File: config.mk
export PLATFORM = sky130hd
export DESIGN_NAME = line_cmd_sequencer
export DESIGN_NICKNAME = d
export VERILOG_FILES = /design/src/rtl/line_cmd_sequencer.sv
export SDC_FILE = /design/constraint.sdc
export NUM_CORES = 1
export LEC_CHECK = 0
export CAP_MARGIN = 25
export CORE_MARGIN = 2
export CORE_UTILIZATION = 55
export DETAILED_ROUTE_END_ITERATION = 16
export PLACE_DENSITY = 0.81
export REMOVE_ABC_BUFFERS = 1
export SLEW_MARGIN = 10
export SYNTH_ARGS = -nofsm -noshare
export SYNTH_HDL_FRONTEND = slang
export SYNTH_SLANG_ARGS = --single-unit
File: constraint.sdc
create_clock -name clk -period 6 [get_ports clk]
set_input_delay 1.8 -clock clk [delete_from_list [all_inputs] [get_ports clk]]
set_output_delay 1.8 -clock clk [all_outputs]
set_load 0.05 [all_outputs]
File: src/rtl/line_cmd_sequencer.sv
// rtl/line_cmd_sequencer.sv - line command FIFO and launcher feeding the line drawer
// Buffers endpoint commands, runs one drawer pass per command and forwards its pixels.
module line_cmd_sequencer #(
  parameter int DEPTH   = 4,
  parameter int PIX_LAT = 2,
  parameter int TIMEOUT = 2047
) (
  input  logic        clk,
  input  logic        reset,
  input  logic        cmd_valid_i,
  output logic        cmd_ready_o,
  input  logic [10:0] cmd_x0_i,
  input  logic [10:0] cmd_y0_i,
  input  logic [10:0] cmd_x1_i,
  input  logic [10:0] cmd_y1_i,
  output logic        drw_reset_o,
  output logic [10:0] drw_x0_o,
  output logic [10:0] drw_y0_o,
  output logic [10:0] drw_x1_o,
  output logic [10:0] drw_y1_o,
  input  logic [10:0] drw_x_i,
  input  logic [10:0] drw_y_i,
  input  logic        drw_done_i,
  output logic        pix_we_o,
  output logic [10:0] pix_x_o,
  output logic [10:0] pix_y_o,
  output logic        busy_o,
  output logic [15:0] lines_done_o,
  output logic        timeout_err_o
);

  localparam int AW = $clog2(DEPTH);
  localparam int CW = $clog2(TIMEOUT + 1);
  localparam logic [CW-1:0] LAT_C  = CW'(PIX_LAT);
  localparam logic [CW-1:0] TO_C   = CW'(TIMEOUT);
  localparam logic [AW:0]   FULL_C = (AW+1)'(DEPTH);

  typedef enum logic [1:0] {IDLE, LOAD, RUN} state_t;

  logic [43:0]   mem_q [DEPTH];
  logic [AW-1:0] wr_ptr_q, rd_ptr_q;
  logic [AW:0]   count_q, count_d;
  logic          full, empty, push, pop;
  state_t        state_q;
  logic [CW-1:0] cnt_q;
  logic          cnt_qual;
  logic [43:0]   head;

  assign full        = (count_q == FULL_C);
  assign empty       = (count_q == '0);
  assign cmd_ready_o = !full && !reset;
  assign push        = cmd_valid_i && cmd_ready_o;
  assign pop         = (state_q == IDLE) && !empty;
  assign busy_o      = (state_q != IDLE) || !empty;
  assign head        = mem_q[rd_ptr_q];
  // Drawer outputs are stale for the first PIX_LAT cycles after its reset drops.
  assign cnt_qual    = (cnt_q >= LAT_C);

  always_comb begin
    count_d = count_q;
    if (push && !pop)      count_d = count_q + (AW+1)'(1);
    else if (!push && pop) count_d = count_q - (AW+1)'(1);
  end

  always_ff @(posedge clk) begin
    if (push) mem_q[wr_ptr_q] <= {cmd_x0_i, cmd_y0_i, cmd_x1_i, cmd_y1_i};
  end

  always_ff @(posedge clk) begin
    if (reset) begin
      wr_ptr_q <= '0;
      rd_ptr_q <= '0;
      count_q  <= '0;
    end else begin
      if (push) wr_ptr_q <= wr_ptr_q + AW'(1);
      if (pop)  rd_ptr_q <= rd_ptr_q + AW'(1);
      count_q <= count_d;
    end
  end

  always_ff @(posedge clk) begin
    if (reset) begin
      state_q       <= IDLE;
      drw_reset_o   <= 1'b1;
      drw_x0_o      <= '0;
      drw_y0_o      <= '0;
      drw_x1_o      <= '0;
      drw_y1_o      <= '0;
      pix_we_o      <= 1'b0;
      pix_x_o       <= '0;
      pix_y_o       <= '0;
      lines_done_o  <= '0;
      timeout_err_o <= 1'b0;
      cnt_q         <= '0;
    end else begin
      pix_we_o <= 1'b0;
      case (state_q)
        IDLE: begin
          drw_reset_o <= 1'b1;
          if (!empty) begin
            {drw_x0_o, drw_y0_o, drw_x1_o, drw_y1_o} <= head;
            state_q <= LOAD;
          end
        end
        LOAD: begin
          drw_reset_o <= 1'b0;
          cnt_q       <= '0;
          state_q     <= RUN;
        end
        RUN: begin
          if (cnt_q != TO_C) cnt_q <= cnt_q + CW'(1);
          if (drw_done_i && cnt_qual) begin
            pix_we_o     <= 1'b1;
            pix_x_o      <= drw_x_i;
            pix_y_o      <= drw_y_i;
            lines_done_o <= lines_done_o + 16'd1;
            drw_reset_o  <= 1'b1;
            state_q      <= IDLE;
          end else if (cnt_q == TO_C) begin
            timeout_err_o <= 1'b1;
            drw_reset_o   <= 1'b1;
            state_q       <= IDLE;
          end else if (cnt_qual) begin
            pix_we_o <= 1'b1;
            pix_x_o  <= drw_x_i;
            pix_y_o  <= drw_y_i;
          end
        end
        default: begin
          drw_reset_o <= 1'b1;
          state_q     <= IDLE;
        end
      endcase
    end
  end

endmodule

==> out/qor.yml, run 1 <==
status: "finished, final reports clean"
rows: 51
p_switching_mw: 1.98
tightestPinTransition_ps: 937
synthArstFlopShare_pct: 0
grt_pass1_wl_um: 35100
multi_input_area_mm2: 0.00324
insertion_delay_ps: 540
yosysMostFrequentCell: "edfxtp_1"
max_slew_margin_pct: 37.6
cts_buffer_depth: 3
sw_frac_of_total_pct: 33.1
start_util_pct: 55.8
syn_inst: 741
track_usage_pct: 22.0
power.leakage_nw: 4.45
synth_common_cells: "176 x edfxtp_1, 105 x dfxtp_1, 98 x nand2_1, 63 x a21oi_1, 50 x nand2b_1"
wire_per_inst_um: 19.5
clockPowerShare_pct: 30.5
min_from: "drw_x0_o[10]"
crit_fanout: 2
fin_crit_ps: 4670
ys_ff_latch: 281
n_fill_cell: 1339
min_to: "drw_x0_o[10]"
h-tree-depth: 1
ff_latch_area_mm2: 0.00739
slew_viol_final: 0
hold_class: "register to register"
cp-start-kind: "primary input"
clock_sink_count: 281
dominantRegCellSynth: "edfxtp_1"
hpwl_um: 13300
synth_edf_count: 176
core-area_mm2: 0.0194
crit_type: "primary input to output port"
cp.required_ps: 4200
finalClockSkew_ps: 16.6
io_buffers: 156
power.share.sequential_pct: 41.1
drv_cap: 0
gp_congestion: 0.751
viasPerCell: 5.65
drtAntennaViolNets: 0
ys.warnings.count: 0
cts_hold_buf: 0
die-area_mm2: 0.0208
cts_tree: "built"
layout-drive-gt1-share_pct: 13.2
vias: 6693
finalNetCount: 977
rr_worst_depth: 10
synth_area_leaders: "edfxtp_1 49%, dfxtp_1 19%, mux4_2 9.1%"
synth_top_cell_by_area: "edfxtp_1"
reg2reg_slack_ps: 2660
first_iter_violations: 451
hold_path_depth: 2
yosysUniqueCellTypes: 52
die_x_um: 144
cts_made_buffers: 27
grt.overflow.total: 0
cp.arrival_ps: 2870
pwr-share-comb_pct: 28.4
avgSynthCellArea_um2: 14.6
rsz0062_at_grt: "false"
hold_slack_ps: 456
internal-power_mw: 3.99
dr.pass1.iters: 5
yosysTopAreaCellShare_pct: 48.8
reg2reg_from: "count_q[0]"
fmax_mhz: 214
area_growth_pct: 25.9
yosysSeqAreaShare_pct: 68.2
io_pins: 157
drc: 0
first_global_vias: 6510
power.density_mw_per_mm2: 438
end_kind: "output port"
syn_area_mm2: 0.0108
antenna_found_initial: 2
drt-total-wl_um: 23100
worstReg2RegEnd: "count_q[2]"
finalHoldViolCount: 0
post-route-period-util_pct: 77.8
cts-resized-gates: 0
grt_max_degree: 86
peakVddDrop_mv: 0.444
clockRootBuffer: "clkbuf_16"
cts_setup_buffers: 0
tns_ps: 0
clk_pin_slew_ps: 60
die_height_um: 144
setup_viol: 0
-- per-stage QoR --
step	area, um2	instances	worst slack [ps]	total power, mW	util [%]
2_1_floorplan	10600	700	1640	3.59	-
3_3_place_gp	12600	1131	1310	4.14	65.1
3_5_place_dp	12700	1133	1310	4.17	65.3
4_1_cts	13600	1183	1320	6.01	70.3
5_1_grt	13600	1184	1300	6.21	70.3
6_report	13600	1185	1330	5.97	70.3
-- metal layers --
layer	global-route usage [%]	vias to the layer above	wire length, um	share of wire (%)
met2	37.3	274	11300	49
li1	-	3090	-	-
met1	29.6	3292	9510	41
met5	0	-	10	0.043
met4	5.16	2	435	1.9
met3	4.50	35	1840	8.0
-- worst max-delay path by stage --
stage / from / to / depth (start not counted)
final: reset / cmd_ready_o / 3
after CTS: reset / cmd_ready_o / 3
after floorplan: reset / cmd_ready_o / 1
after global placement: reset / cmd_ready_o / 3
after detailed placement: reset / cmd_ready_o / 3
after global routing: reset / cmd_ready_o / 3
-- placed cells by master, fill, tap and decap left out, types with 6 or more instances in the layout --
| cell | synthesis | routed |
|---|---|---|
| edfxtp_1 | 176 | 176 |
| nand2b_1 | 50 | 50 |
| dfxtp_1 | 105 | 103 |
| clkdlybuf4s50_1 | 0 | 155 |
| nand4_1 | 7 | 7 |
| clkinv_2 | 0 | 6 |
| mux2i_1 | 24 | 24 |
| clkbuf_16 | 0 | 27 |
| o31ai_1 | 16 | 16 |
| nor2_1 | 17 | 17 |
| inv_1 | 7 | 7 |
| bufinv_16 | 0 | 6 |
| nand2_1 | 98 | 98 |
| nand3_1 | 10 | 10 |
| ha_1 | 8 | 8 |
| clkbuf_1 | 24 | 6 |
| a21oi_1 | 63 | 63 |
| mux4_2 | 44 | 44 |
| or4_1 | 14 | 14 |
| buf_4 | 1 | 12 |
-- state kept, by name, summed over array words and instances (netlist names) --
name	cells
pix_y_o	11
drw_x0_o	11
drw_x1_o	11
pix_we_o	1
count_q	3
timeout_err_o	1
rd_ptr_q	2
wr_ptr_q	2
drw_y0_o	11
pix_x_o	11
lines_done_o	16
mem_q	176
cnt_q	11
drw_reset_o	1
state_q	2
drw_y1_o	11
-- power by group through the flow --
stage	Clock, mW	Sequential (mW)	Combinational (mW)
after CTS	1.84	2.46	1.71
after global routing	1.91	2.49	1.81
final	1.82	2.45	1.70
after detailed placement	0	2.49	1.68
after global placement	0	2.48	1.66
after floorplan	0	2.94	0.649
-- final cells by class --
type	count	share of cell area [%]
inverters	8	0.220
flip-flops and latches	281	54.2
clock inverters	17	1.88
multi-input cells	411	23.8
repair buffers	169	12.4
diodes	1	0.0183
clock buffers	33	5.12
well taps	265	2.43
-- critical path: stages --
cell             delay [ps]
buf_4                   120
a21oi_1                 120
clkdlybuf4s50_1         820
-- logic make-up after synthesis --
| family | Yosys count | synth area share (%) |
|---|---|---|
| muxes | 70 | 11.6 |
| DFF | 281 | 68.2 |
| adders and majority gates | 9 | 1.11 |
| xor gates and xnor gates | 7 | 0.566 |
| AOI/OAI and AO/OA | 95 | 5.38 |
| buffers and inverters | 49 | 2.04 |
| and+or+nand+nor | 230 | 11.1 |
Note: power is estimated with default switching activity, not from simulation.
==> run 2, diff against run 1 <==
Settings changed: CORE_UTILIZATION 55 to 54, PLACE_DENSITY 0.81 to 0.79.
Clock period 6 ns to 4.39 ns, I/O delays scaled along.
==> run 2 against run 1 <==
Effect of this change: utilization down 0.73 points; clock skew is 8.3 ps higher; global-route usage shrank 0.98 points; largest power group unchanged; highest routed layer is now met4.
==> out/qor.yml, run 2 (synthesized netlist as in run 1, its figures left out) <==
status: "finished, final reports clean"
rr_worst_depth: 9
drc: 0
viasPerCell: 5.54
layout-drive-gt1-share_pct: 13.6
diodes: 0
cts_hold_buf: 0
final_cells: 1187
die-area_mm2: 0.0212
rows: 51
hold_path_depth: 2
dr.pass1.iters: 5
clock_sink_count: 281
hold_class: "register to register"
first_global_vias: 6673
power.leakage_nw: 4.46
die_x_um: 146
cts_tree: "built"
pwr-share-comb_pct: 28.5
design_area_mm2: 0.0136
vias: 6575
cts_setup_buffers: 0
gp_congestion: 0.756
cp.arrival_ps: 2370
finalNetCount: 978
slew_viol_final: 0
cts_made_buffers: 29
sw_frac_of_total_pct: 33.2
clockRootBuffer: "clkbuf_16"
wire_per_inst_um: 18.5
cp-start-kind: "primary input"
rsz0062_at_grt: "false"
p_switching_mw: 2.69
drv_cap: 0
n_fill_cell: 1322
fmax_mhz: 271
finalHoldViolCount: 0
reg2reg_from: "count_q[0]"
reg2reg_slack_ps: 1500
placed_cell_area_mm2: 0.0127
drt-total-wl_um: 22000
clk_pin_slew_ps: 50
layout_common_cells: "176 x edfxtp_1, 155 x clkdlybuf4s50_1, 103 x dfxtp_1, 98 x nand2_1, 63 x a21oi_1"
cts-resized-gates: 0
cts_buffer_depth: 3
io_buffers: 156
power.density_mw_per_mm2: 594
hpwl_um: 13400
antenna_found_initial: 0
drtAntennaViolNets: 0
crit_type: "primary input to output port"
min_to: "drw_x0_o[8]"
internal-power_mw: 5.41
die_height_um: 146
io_pins: 157
fin_crit_ps: 3680
first_iter_violations: 370
top_register: "mem_q"
grt_pass1_wl_um: 35600
track_usage_pct: 21.0
largest_register_ff_count: 176
power.share.sequential_pct: 41.5
worstReg2RegEnd: "count_q[2]"
grt_max_degree: 97
insertion_delay_ps: 560
top_regs: "mem_q x176, lines_done_o x16"
crit_fanout: 2
finalClockSkew_ps: 24.9
post-route-period-util_pct: 83.9
post-route-util_pct: 69.6
cp.required_ps: 3070
end_kind: "output port"
area_growth_pct: 25.9
layout_commonest_cell: "edfxtp_1"
setup_viol: 0
peakVddDrop_mv: 0.545
clockPowerShare_pct: 30.0
min_from: "drw_x0_o[8]"
max_slew_margin_pct: 38.7
tns_ps: 0
multi_input_area_mm2: 0.00324
h-tree-depth: 1
tightestPinTransition_ps: 919
grt.overflow.total: 0
ff_latch_area_mm2: 0.00739
dp.cells: 1133
core-area_mm2: 0.0196
start_util_pct: 55.3
run 2: cell types whose count changed in the layout (fill, tap and decap cells not counted), moves of 2 or more:
cell | previous run | this run
clkbuf_8 | 0 | 7
clkbuf_1 | 6 | 4
clkbuf_16 | 27 | 29
bufinv_16 | 6 | 2
clkinvlp_4 | 3 | 1
run 2: worst max-delay path: stages:
cell and delay, ps:
buf_4 110, a21oi_1 120, clkdlybuf4s50_1 820
run 2: power groups by stage:
stage | clock network [mW] | registers, mW | logic [mW]
global placement | 0 | 3.40 | 2.27
finish | 2.43 | 3.36 | 2.31
global route | 2.59 | 3.41 | 2.45
floorplan | 0 | 4.02 | 0.886
CTS | 2.48 | 3.36 | 2.33
detailed placement | 0 | 3.41 | 2.30
run 2: layout make-up:
| cell class | instances | share of cell area, % |
|---|---|---|
| sequential | 281 | 54.2 |
| multi-input combinational | 411 | 23.8 |
| timing repair buffer | 168 | 12.2 |
| clock buffer | 40 | 6.14 |
| tap | 265 | 2.43 |
| clock inverter | 14 | 1.02 |
| inverter | 8 | 0.220 |
run 2: routing by layer:
metal / track usage, % / part of all wire (%)
met5: 0 / 0
met4: 5.88 / 2.2
met3: 4.14 / 6.2
met2: 35.1 / 48
met1: 28.5 / 43
run 2: per-stage QoR:
step	worst slack [ps]	hold slack, ps	power (mW)
2_1_floorplan	754	477	4.90
3_3_place_gp	691	442	5.67
3_5_place_dp	694	449	5.72
4_1_cts	691	457	8.17
5_1_grt	680	471	8.45
6_report	706	454	8.10
run 2: how the worst max path moves through the flow:
stage | start | end | slack, ps | depth (start not counted)
after floorplan | count_q[0] | count_q[2] | 750 | 9
after global placement | reset | cmd_ready_o | 690 | 3
after detailed placement | reset | cmd_ready_o | 690 | 3
after CTS | reset | cmd_ready_o | 690 | 3
after global routing | reset | cmd_ready_o | 680 | 3
final | reset | cmd_ready_o | 710 | 3
==> run 3, diff against run 2 <==
Clock period 4.39 ns to 3.6 ns, I/O delays scaled along.
==> run 3 against run 2 <==
Effect of this change: combinational power grew 21%; critical endpoint is now busy_o; highest routed layer unchanged; critical path depth unchanged; sequential share of layout area up 0.21 points.
==> out/qor.yml, run 3 (synthesized netlist as in run 1, its figures left out) <==
status: "finished, final reports clean"
clock_sink_count: 281
grt_max_degree: 94
cts_made_buffers: 27
hpwl_um: 13200
fin_ws_ps: 413
start_util_pct: 55.3
die_x_um: 146
critical-path-top-delay-family: "buffers and inverters"
post-route-period-util_pct: 88.5
layout_commonest_cell: "edfxtp_1"
io_buffers: 156
gp_congestion: 0.774
fin_crit_ps: 3190
vias: 6650
die-area_mm2: 0.0212
peakVddDrop_mv: 0.485
crit_type: "register to output port"
clk_pin_slew_ps: 60
wire_per_inst_um: 18.4
top_register: "mem_q"
cp.buffers_inverters: 1
finalClockSkew_ps: 7.48
die_height_um: 146
setup_viol: 0
end_kind: "output port"
cp_slowest_cell: "clkdlybuf4s50_1"
drc: 0
top_regs: "mem_q x176, lines_done_o x16"
viasPerCell: 5.62
rsz0062_at_grt: "false"
first_global_vias: 6641
diodes: 0
tightestPinTransition_ps: 918
cts_setup_buffers: 0
core-area_mm2: 0.0196
cp.arrival_ps: 2110
max_slew_margin_pct: 38.8
cts_tree: "built"
cp.required_ps: 2520
grt.overflow.total: 0
power.leakage_nw: 4.41
largest_register_ff_count: 176
power.density_mw_per_mm2: 715
insertion_delay_ps: 520
clockRootBuffer: "clkbuf_16"
grt_pass1_wl_um: 34600
first_iter_violations: 452
dr.pass1.iters: 4
n_fill_cell: 1321
finalHoldViolCount: 0
post-route-util_pct: 69.3
drtAntennaViolNets: 0
area_growth_pct: 25.4
antenna_found_initial: 0
drt-total-wl_um: 21700
layout_common_cells: "176 x edfxtp_1, 154 x clkdlybuf4s50_1, 103 x dfxtp_1, 98 x nand2_1, 63 x a21oi_1"
hold_class: "register to register"
slowest_delay_ps: 720
place_ws_ps: 518
io_pins: 157
h-tree-depth: 1
cp-start-kind: "register"
cts_hold_buf: 0
drv_cap: 0
finalNetCount: 977
tns_ps: 0
layout-drive-gt1-share_pct: 12.9
track_usage_pct: 20.3
path_cells: "nor3_1, nand2_1, clkdlybuf4s50_1"
rows: 51
fmax_mhz: 314
cts_buffer_depth: 3
crit_fanout: 6
slew_viol_final: 0
cts-resized-gates: 0
run 3: changes by cell type in the layout (fill, tap and decap cells not counted), sizes merged:
cell / delta
clkbuf: -9
buf: +2
clkinv: +2
clkinvlp: +2
bufinv: +1
clkdlybuf4s50: -1
inv: -1
run 3: power by group:
part	total (mW)	internal [mW]	leakage, nW	switching (mW)
registers	4.12	3.79	2.45	0.330
logic	2.79	1.05	1.54	1.74
clock network	2.79	1.63	0.421	1.16
run 3: cell type report:
type	instances	area [um2]	area share (%)
Clock buffer	31	711	5.23
Clock inverter	18	170	1.25
Inverter	8	30.0	0.221
Multi-Input combinational cell	411	3240	23.9
Sequential cell	281	7390	54.4
Tap cell	265	332	2.44
Timing Repair Buffer	169	1700	12.6
run 3: worst paths after layout:
path	depth (start not counted)	end	from	slack [ps]
hold reg to reg	2	drw_x0_o[7]	drw_x0_o[7]	450
setup / recovery	3	busy_o	count_q[2]	410
hold / removal	2	drw_x0_o[7]	drw_x0_o[7]	450
setup reg to reg	4	lines_done_o[15]	state_q[1]	1230
run 3: metrics by stage:
step / area (um2) / total power [mW] / instances / hold WS, ps
2_1_floorplan: 10600 / 5.98 / 700 / 477
3_3_place_gp: 12700 / 6.94 / 1134 / 442
3_5_place_dp: 12700 / 7.00 / 1134 / 447
4_1_cts: 13600 / 9.80 / 1183 / 454
5_1_grt: 13600 / 10.1 / 1183 / 472
6_report: 13600 / 9.71 / 1183 / 454
run 3: worst reg2reg max path: stages (launching register included):
cell and delay (ps):
dfxtp_1 470, nor2b_1 540, nand4_1 520, or4_1 630, a21oi_1 150
run 3: metal layers:
| metal | track usage [%] | part of all wire (%) |
|---|---|---|
| met4 | 4.71 | 1.3 |
| met2 | 33.8 | 48 |
| met3 | 3.73 | 6.7 |
| met5 | 0 | 0 |
| met1 | 28.4 | 44 |
